$ cat src/rtl/ch_cmd_sched.sv
//==============================================================================
// ch_cmd_sched: channel command scheduler (direct entry > up/down repeat > scan).
// Define CH_SCAN_EN to compile in the timed auto-scan mode.
// Revision: 1.0
//==============================================================================
`default_nettype none

module ch_cmd_sched #(
    parameter int NUM_CH       = 10,
    parameter int RESET_CH     = 0,
    parameter int HOLD_TICKS   = 50_000,
    parameter int REPEAT_TICKS = 20_000,
    parameter int SCAN_TICKS   = 100_000
) (
    input  logic       clk,
    input  logic       rst,
    input  logic       tick,
    input  logic       up,
    input  logic       down,
    input  logic       dir_valid,
    input  logic [3:0] dir_ch,
    input  logic       scan_btn,
    output logic       dir_ready,
    output logic [3:0] ch,
    output logic       ch_changed,
    output logic       bad_ch,
    output logic       scanning
);

    localparam int CNT_MAX_A = (HOLD_TICKS > REPEAT_TICKS) ? HOLD_TICKS : REPEAT_TICKS;
    localparam int CNT_MAX   = (CNT_MAX_A > SCAN_TICKS) ? CNT_MAX_A : SCAN_TICKS;
    localparam int CW        = (CNT_MAX > 1) ? $clog2(CNT_MAX) : 1;

    localparam logic [CW-1:0] C_HOLD_LAST   = CW'(HOLD_TICKS - 1);
    localparam logic [CW-1:0] C_REPEAT_LAST = CW'(REPEAT_TICKS - 1);
    localparam logic [3:0]    C_LAST_CH     = 4'(NUM_CH - 1);
    localparam logic [3:0]    C_RESET_CH    = 4'(RESET_CH);

`ifdef CH_SCAN_EN
    localparam logic [CW-1:0] C_SCAN_LAST = CW'(SCAN_TICKS - 1);
    typedef enum logic [1:0] {
        S_IDLE   = 2'd0,
        S_PRESS  = 2'd1,
        S_REPEAT = 2'd2,
        S_SCAN   = 2'd3
    } state_t;
`else
    typedef enum logic [1:0] {
        S_IDLE   = 2'd0,
        S_PRESS  = 2'd1,
        S_REPEAT = 2'd2
    } state_t;
`endif

    state_t        state_q, state_d;
    logic [CW-1:0] cnt_q, cnt_d;
    logic [3:0]    ch_q, ch_d;
    logic          dir_q, dir_d;
    logic          up_q, down_q;
    logic          chg_q, chg_d;
    logic          bad_q, bad_d;
    logic          scanning_d;

    logic w_up_rise, w_down_rise, w_scan_rise, w_held, w_accept, w_bad;

    function automatic logic [3:0] f_step(input logic [3:0] c, input logic go_up);
        if (go_up)
            return (c == C_LAST_CH) ? 4'd0 : c + 4'd1;
        else
            return (c == 4'd0) ? C_LAST_CH : c - 4'd1;
    endfunction

    assign dir_ready   = ~rst;
    assign w_up_rise   = up & ~up_q;
    assign w_down_rise = down & ~down_q;
    assign w_held      = dir_q ? up : down;
    assign w_accept    = dir_valid & dir_ready;
    assign w_bad       = ({1'b0, dir_ch} >= 5'(NUM_CH));

`ifdef CH_SCAN_EN
    logic scan_q, scanning_q;
    assign w_scan_rise = scan_btn & ~scan_q;
    assign scanning_d  = (state_d == S_SCAN);
    assign scanning    = scanning_q;

    always_ff @(posedge clk or posedge rst) begin
        if (rst) begin
            scan_q     <= 1'b0;
            scanning_q <= 1'b0;
        end else begin
            scan_q     <= scan_btn;
            scanning_q <= scanning_d;
        end
    end
`else
    logic unused_scan;
    assign unused_scan = scan_btn;
    assign w_scan_rise = 1'b0;
    assign scanning_d  = 1'b0;
    assign scanning    = 1'b0;
`endif

    always_comb begin
        state_d = state_q;
        cnt_d   = cnt_q;
        ch_d    = ch_q;
        dir_d   = dir_q;
        chg_d   = 1'b0;
        bad_d   = 1'b0;
        case (state_q)
            S_IDLE: begin
                if (w_up_rise ^ w_down_rise) begin
                    dir_d   = w_up_rise;
                    ch_d    = f_step(ch_q, w_up_rise);
                    chg_d   = 1'b1;
                    cnt_d   = '0;
                    state_d = S_PRESS;
                end else if (w_scan_rise) begin
`ifdef CH_SCAN_EN
                    cnt_d   = '0;
                    state_d = S_SCAN;
`endif
                end
            end
            S_PRESS, S_REPEAT: begin
                if (!w_held) begin
                    state_d = S_IDLE;
                end else if (tick) begin
                    if (cnt_q == ((state_q == S_PRESS) ? C_HOLD_LAST : C_REPEAT_LAST)) begin
                        ch_d    = f_step(ch_q, dir_q);
                        chg_d   = 1'b1;
                        cnt_d   = '0;
                        state_d = S_REPEAT;
                    end else begin
                        cnt_d = cnt_q + CW'(1);
                    end
                end
            end
`ifdef CH_SCAN_EN
            S_SCAN: begin
                // Any button edge only exits scan; it is consumed without stepping.
                if (w_scan_rise | w_up_rise | w_down_rise) begin
                    cnt_d   = '0;
                    state_d = S_IDLE;
                end else if (tick) begin
                    if (cnt_q == C_SCAN_LAST) begin
                        ch_d  = f_step(ch_q, 1'b1);
                        chg_d = 1'b1;
                        cnt_d = '0;
                    end else begin
                        cnt_d = cnt_q + CW'(1);
                    end
                end
            end
`endif
            default: state_d = S_IDLE;
        endcase

        // A legal direct entry overrides whatever step was computed above.
        if (w_accept) begin
            if (w_bad) begin
                bad_d = 1'b1;
            end else begin
                ch_d    = dir_ch;
                chg_d   = (dir_ch != ch_q);
                cnt_d   = '0;
                state_d = S_IDLE;
            end
        end
    end

    always_ff @(posedge clk or posedge rst) begin
        if (rst) begin
            state_q <= S_IDLE;
            cnt_q   <= '0;
            ch_q    <= C_RESET_CH;
            dir_q   <= 1'b0;
            up_q    <= 1'b0;
            down_q  <= 1'b0;
            chg_q   <= 1'b0;
            bad_q   <= 1'b0;
        end else begin
            state_q <= state_d;
            cnt_q   <= cnt_d;
            ch_q    <= ch_d;
            dir_q   <= dir_d;
            up_q    <= up;
            down_q  <= down;
            chg_q   <= chg_d;
            bad_q   <= bad_d;
        end
    end

    assign ch         = ch_q;
    assign ch_changed = chg_q;
    assign bad_ch     = bad_q;

endmodule

`default_nettype wire
$ cat config.mk
export PLATFORM = sky130hd
export DESIGN_NAME = ch_cmd_sched
export DESIGN_NICKNAME = d
export VERILOG_FILES = /design/src/rtl/ch_cmd_sched.sv
export SDC_FILE = /design/constraint.sdc
export NUM_CORES = 1
export LEC_CHECK = 0
export CORE_MARGIN = 5
export CORE_UTILIZATION = 45
export CTS_CLUSTER_DIAMETER = 120
export DETAILED_ROUTE_END_ITERATION = 8
export GPL_ROUTABILITY_DRIVEN = 0
export GPL_TIMING_DRIVEN = 1
export SLEW_MARGIN = 20
export SYNTH_ARGS = -nofsm -noshare
export SYNTH_HDL_FRONTEND = slang
export SYNTH_SLANG_ARGS = --single-unit
$ cat constraint.sdc
create_clock -name clk -period 2.8 [get_ports clk]
set_input_delay 0.56 -clock clk [delete_from_list [all_inputs] [get_ports clk]]
set_output_delay 0.56 -clock clk [all_outputs]
set_load 0.005 [all_outputs]
==> results by group, run 1 <==
Status
  • Run status: completed

Yosys
  • Syn avg cell area: 8.57 µm²
  • Synthesized cell area: 2250 µm²
  • EDFF count, synth: 0
  • Complex-gate fraction of the synthesized area: 25.2%
  • Main synth FF type: dfrtp_1
  • Seq/Total Area, Yosys: between 30% and 40%
  • Largest cells by area after synthesis: dfrtp_1, nand2_1, ha_1
  • Top cell type's share of synthesized area: 31.2%
  • Xor and xnor area share after synthesis: 3.12%
  • Ys Warns: 0
  • Synthesized Nets: 280
  • Synth Area in Simple Gates: 27.6%
  • Multiplexer share of the synthesized area: 4.01%
  • Synth unique cells: 63
  • Post-synthesis adder-cell area fraction: 3.90%
  • Asr flop ratio synth: 100%
  • Largest family of logic cells by synthesized area: simple AND/OR/NAND/NOR gates
  • Yosys reg bits: 28
  • Yosys top cell by area: dfrtp_1
  • Mapped Cells: between 200 and 300

Worst setup path
  • Startpoint types: register
  • Critical path buffers and inverters: 0
  • Critical path type: reg2reg
  • CP max stage delay: 540 ps
  • Arrival @ worst endpoint: 2400 ps
  • CP delay by family, top: compound AO/OA/AOI/OAI gates
  • Cells along the critical path: ha_1, nor3b_2, nand4_2, a211o_1, a22oi_1, o221ai_1
  • Worst EP required: a little under 3000 ps
  • CP max stage cell: a211o_1
  • Critical path capture point type: register
  • CP Max Fanout: 11

STA
  • Hold Violations, Final: 0
  • Total Neg Setup Slack: 0 ps
  • Setup-failing EPs final: 0
  • RSZ-0062 raised after global routing: no
  • Slew Limit Fails: 0
  • Worst clock skew: 11.0 ps
  • Fmax: roughly 440 MHz
  • Worst setup margin: 545 ps
  • Min Hold Slack: 509 ps
  • Crit path time final: 2260 ps
  • Final period util: 80.5%

Detailed routing
  • DR vias: 2090
  • DRT Pass-1 Iters: 4
  • Uppermost layer routed: met4
  • Detailed-route DRC error count: 0
  • DR WL met2: ~2.7 mm
  • DRT met1 WL: 3.12 mm
  • Final wirelength: 6.19 mm
  • Vias per inst: roughly 6
  • Met3 WL post-DR: 291 µm
  • DRT iter0 DRCs: 190
  • Antenna Violating Nets Remaining: 0
  • Wire length per cell: 17.7 µm

Layout
  • Area growth from synthesis to layout: 15.7%
  • Commonest non-fill, non-tap cell in the layout: dfrtp_1
  • Layout cells sized above 1: roughly 11%
  • Commonest non-fill, non-tap cells in the layout: dfrtp_1, nand2_1, nor2_1, clkdlybuf4s50_1, nand3_1
  • Diode count: 0
  • Fillers: 440
  • Storage cell area: 701 µm²
  • Multi-input logic area: 1440 µm²
  • Nets: 302

Global routing
  • Initial antenna violation count: 0
  • First-pass GRT wire length: about 10 mm
  • Total track usage: a little over 20%
  • Vias in the first global route: 2036
  • Total gr overflow: 0
  • Largest net degree at the start of global routing: 29

Clock network
  • Post-cts resize count: 0
  • Worst skew pair latency: around 280 ps
  • H-Tree Depth: 1
  • Clock sink count: 28
  • Hold Buf Count CTS: 0
  • Worst-path clk slew: 100 ps
  • CTS root buf: clkbuf_8
  • CTS tree: built
  • Num CTS Buffers: 3
  • Clk buf depth: 2
  • Post-CTS Setup Inserts: 0

Placed design
  • IO buf count: 16
  • Detail Placement HPWL: approximately 4.6 mm
  • Post-Place Setup Slack: 356 ps

Pwr
  • Total power: 0.00183 W
  • Leakage: 1.05 nW
  • Max VDD drop: around 0.34 mV
  • PwrDens: 703 nW/µm²

Floorplan
  • Core region area: approximately 4800 µm²
  • Die X: 80.6 µm
  • Starting Density: 46.9%
  • I/O pin total: 19
  • Num rows: 25
  • Area of the die: 6500 µm²
  • Die H: 80.6 µm

Job
  • Max Cap Violations: 0

Min path
  • Hold crit path type: reg2reg
==> cells by family (layout without fill, tap and decap cells) <==
group | count (synthesis) | in the layout
simple gates | 107 | 107
compound gates | 79 | 79
flops | 28 | 28
buf+inv | 25 | 46
xor+xnor | 8 | 8
fa+ha+maj | 7 | 7
mux | 7 | 7
other cells | 1 | 1
==> registers in the layout (all words and copies together), names as in the netlist <==
| name | count |
|---|---|
| bad_ch | 1 |
| ch | 4 |
| ch_changed | 1 |
| cnt_q | 17 |
| dir_q | 1 |
| down_q | 1 |
| state_q | 2 |
| up_q | 1 |
==> final timing paths <==
kind                            cells after the start                   end            startpoint  slack [ps]
worst max-delay path                                6       ch[1]$_DFF_PP0_  state_q[0]$_DFF_PP0_         540
worst min-delay path                                1    cnt_q[0]$_DFF_PP0_    cnt_q[0]$_DFF_PP0_         510
worst max register to register                      6       ch[1]$_DFF_PP0_  state_q[0]$_DFF_PP0_         540
worst min register to register                      1    cnt_q[0]$_DFF_PP0_    cnt_q[0]$_DFF_PP0_         510
max in group asynchronous                           4  state_q[1]$_DFF_PP0_                   rst        1590
min in group asynchronous                           4      bad_ch$_DFF_PP0_                   rst         930
==> stage by stage <==
stage / area (µm²) / cells / util, %
floorplan: 2250 / 262 / -
global placement: 2530 / 346 / 52.8
detailed placement: 2530 / 346 / 52.8
CTS: 2600 / 350 / 54.3
global route: 2600 / 350 / 54.3
finish: 2600 / 350 / 54.3
==> power breakdown <==
part | total, W | internal, W | switching (W)
sequential | 0.000581 | 0.000467 | 0.000114
clock | 0.000331 | 0.000192 | 0.000139
combinational | 0.000914 | 0.000408 | 0.000506
==> cells in the mapped netlist (all sizes together) (4+ instances only) <==
cell / count
a21o: 5
a21oi: 12
a31oi: 13
and2: 5
and3: 5
buf: 8
clkbuf: 4
dfrtp: 28
ha: 7
inv: 13
mux2i: 5
nand2: 28
nand2b: 7
nand3: 15
nand4: 5
nor2: 18
nor2b: 4
o211ai: 4
o21ai: 11
o221ai: 4
xor2: 5
==> worst register-to-register path, stage by stage, from the launching register on <==
cell and delay, ps:
dfrtp_1 450, ha_1 290, nor3b_2 230, nand4_2 250, a211o_1 540, a22oi_1 240
o221ai_1 140
==> per-layer routing <==
layer / vias up / GRT usage, %
li1: 1029 / -
met1: 1000 / 31.4
met2: 57 / 30.3
met3: 4 / 1.79
met4: 0 / 5.91
met5: - / 0
==> final cells by class <==
type / instances / share of cell area (%)
multi-input cells: 209 / 55.3
flip-flops and latches: 28 / 27.0
repair buffers: 29 / 9.92
well taps: 67 / 3.23
inverters: 13 / 1.88
clock buffers: 3 / 1.59
clock inverters: 1 / 1.16
No activity file was read; power rests on OpenSTA's default activity.
==> inputs of run 2 (changes only) <==
==> constraint.sdc (replaced) <==
create_clock -name clk -period 2.2 [get_ports clk]
set_input_delay 0.44 -clock clk [delete_from_list [all_inputs] [get_ports clk]]
set_output_delay 0.44 -clock clk [all_outputs]
set_load 0.005 [all_outputs]
==> run 2 against run 1 <==
- worst setup slack worse by 420 ps
- non-clock buffer count is 40 higher
- cell count is 11% higher
==> results by group, run 2 (synthesized netlist as in run 1, its figures left out) <==
Worst setup path
  • Arrival @ worst endpoint: 2270 ps (-130 ps)
  • R2R setup slack: 140 ps (-400 ps)
  • Reg2reg end: ch[3]$_DFF_PP0_
  • Worst EP required: 2390 ps (-560 ps)
  • Reg2reg start: state_q[1]$_DFF_PP0_
  • Critical path capture point type: register
  • Startpoint types: input port
  • Critical path type: in2reg
  • CP Max Fanout: 7 (-4)
  • R2R depth: 7 (+1)

Min path
  • Hold path cells: 1 (unchanged)
  • Hold wc startpoint: cnt_q[0]$_DFF_PP0_
  • Worst Hold End: cnt_q[0]$_DFF_PP0_
  • Hold crit path type: reg2reg

Layout
  • Layout cells sized above 1: 22.3% (+11 points)
  • Nets: 342 (+13%)
  • Fillers: 434 (-1.4%)
  • Final Instance Area: 2920 µm² (+12%)
  • Biggest register: cnt_q
  • Commonest non-fill, non-tap cells in the layout: buf_4, dfrtp_1, nand2_1, nor2_1, clkdlybuf4s50_1
  • Max FFs per register: 17 (unchanged)
  • Commonest non-fill, non-tap cell in the layout: buf_4
  • Diode count: 0 (unchanged)
  • Area growth from synthesis to layout: 29.9%
  • Non-Filler Instances: 390 (+11%)

Detailed routing
  • Final wirelength: 6.59 mm (+6.5%)
  • Vias per inst: 5.91 (-1.0%)
  • DRT iter0 DRCs: 142 (-25%)
  • Antenna Violating Nets Remaining: 0 (unchanged)
  • Detailed-route DRC error count: 0 (unchanged)
  • DRT Pass-1 Iters: 4 (unchanged)
  • Wire length per cell: 16.9 µm (-4.4%)
  • DR vias: 2305 (+10%)

Floorplan
  • I/O pin total: 19 (unchanged)
  • Starting Density: 46.9% (unchanged)
  • Core region area: 4790 µm² (unchanged)
  • Die H: 80.6 µm (unchanged)
  • Num rows: 25 (unchanged)
  • Die X: 80.6 µm (unchanged)
  • Area of the die: 6500 µm² (unchanged)

STA
  • RSZ-0062 raised after global routing: no
  • Crit path time final: approximately 2100 ps
  • Final period util: a little over nine tenths
  • Hold Violations, Final: 0 (unchanged)
  • Setup-failing EPs final: 0 (unchanged)
  • Slew Limit Fails: 0 (unchanged)
  • Fmax: a little under 500 MHz
  • Worst clock skew: 12.5 ps (+1.46 ps)

Placed design
  • IO buf count: 16 (unchanged)
  • Detail Placement HPWL: 5.06 mm (+11%)
  • Inst Count DP: 385 (+11%)
  • Area after DPL: 2820 µm² (+12%)

Clock network
  • Worst skew pair latency: 280 ps (about the same)
  • Num CTS Buffers: 3 (unchanged)
  • Worst-path clk slew: 90 ps (about the same)
  • Clock sink count: 28 (unchanged)
  • CTS root buf: clkbuf_8
  • CTS tree: built
  • H-Tree Depth: 1 (unchanged)
  • Clk buf depth: 2 (unchanged)

Global routing
  • Total gr overflow: 0 (unchanged)
  • Vias in the first global route: 2266 (+11%)
  • Total track usage: 22.1% (+1.7 points)
  • Largest net degree at the start of global routing: 29 (unchanged)
  • Initial antenna violation count: 0 (unchanged)
  • First-pass GRT wire length: 11.3 mm (+8.2%)

Status
  • Run status: completed

Pwr
  • Leakage: 1.25 nW (+19%)
  • Max VDD drop: 0.427 mV (+27%)
  • PwrDens: 856 nW/µm² (+22%)

Job
  • Max Cap Violations: 0 (unchanged)
[run 2: changes by cell type in the layout (fill, tap and decap cells not counted), sizes merged]
cell and delta:
buf +40
[run 2: worst max-delay path: stages]
cell and delay [ps]:
clkdlybuf4s50_1 490, mux2_4 340, nand2_4 110, a211oi_4 40
buf_4 170, buf_4 140, or4_1 450, o21ai_0 90
[run 2: layout make-up]
| class | instances | area [µm²] | area share, % |
|---|---|---|---|
| repair buffers | 69 | 558 | 19.1 |
| multi-input cells | 209 | 1450 | 49.8 |
| clock buffers | 3 | 41.3 | 1.42 |
| clock inverters | 1 | 30.0 | 1.03 |
| well taps | 67 | 83.8 | 2.87 |
| flip-flops and latches | 28 | 701 | 24.0 |
| inverters | 13 | 48.8 | 1.67 |
[run 2: timing repair]
item	in CTS	in global routing
setup endpoints to repair	0	8
hold buffers	0	0
endpoints found under the hold margin	0	0
setup buffers	0	1
resized for setup	0	3
[run 2: power by group]
group	switching (W)	internal [W]	leakage, nW	total (W)
combinational	0.000737	0.000646	0.844	0.00138
clock	0.000173	0.000244	0.0357	0.000416
sequential	0.000103	0.000595	0.374	0.000698
total	0.00101	0.00148	1.25	0.00250
[run 2: metal layers]
metal / routed length [µm] / GRT usage, % / vias to the layer above
met5: 0 / 0 / -
met4: 178 / 7.77 / 0
met3: 338 / 3.48 / 14
met2: 3000 / 35.4 / 80
met1: 3070 / 30.1 / 1105
li1: - / - / 1106
[run 2: worst max-delay path by stage]
stage | start | end | slack (ps) | depth (start not counted)
after global placement | down | ch[0]$_DFF_PP0_ | -50 | 7
after detailed placement | down | ch[0]$_DFF_PP0_ | -80 | 7
after global routing | ch[0]$_DFF_PP0_ | ch[1]$_DFF_PP0_ | 7 | 7
final | down | cnt_q[3]$_DFF_PP0_ | 130 | 8
after CTS | state_q[1]$_DFF_PP0_ | ch[2]$_DFF_PP0_ | 40 | 7
after floorplan | ch[0]$_DFF_PP0_ | ch[1]$_DFF_PP0_ | 150 | 8
[run 2: metrics by stage]
step	setup slack, ps	hold WS, ps	TNS, ps	util (%)	power [W]
final	128	517	0	60.9	0.00250
after global routing	7.13	536	0	60.9	0.00270
after CTS	44.4	521	0	60.4	0.00249
after detailed placement	-83.8	509	-308	58.9	0.00206
after global placement	-54.2	499	-195	58.9	0.00205
after floorplan	147	471	0	-	0.00154
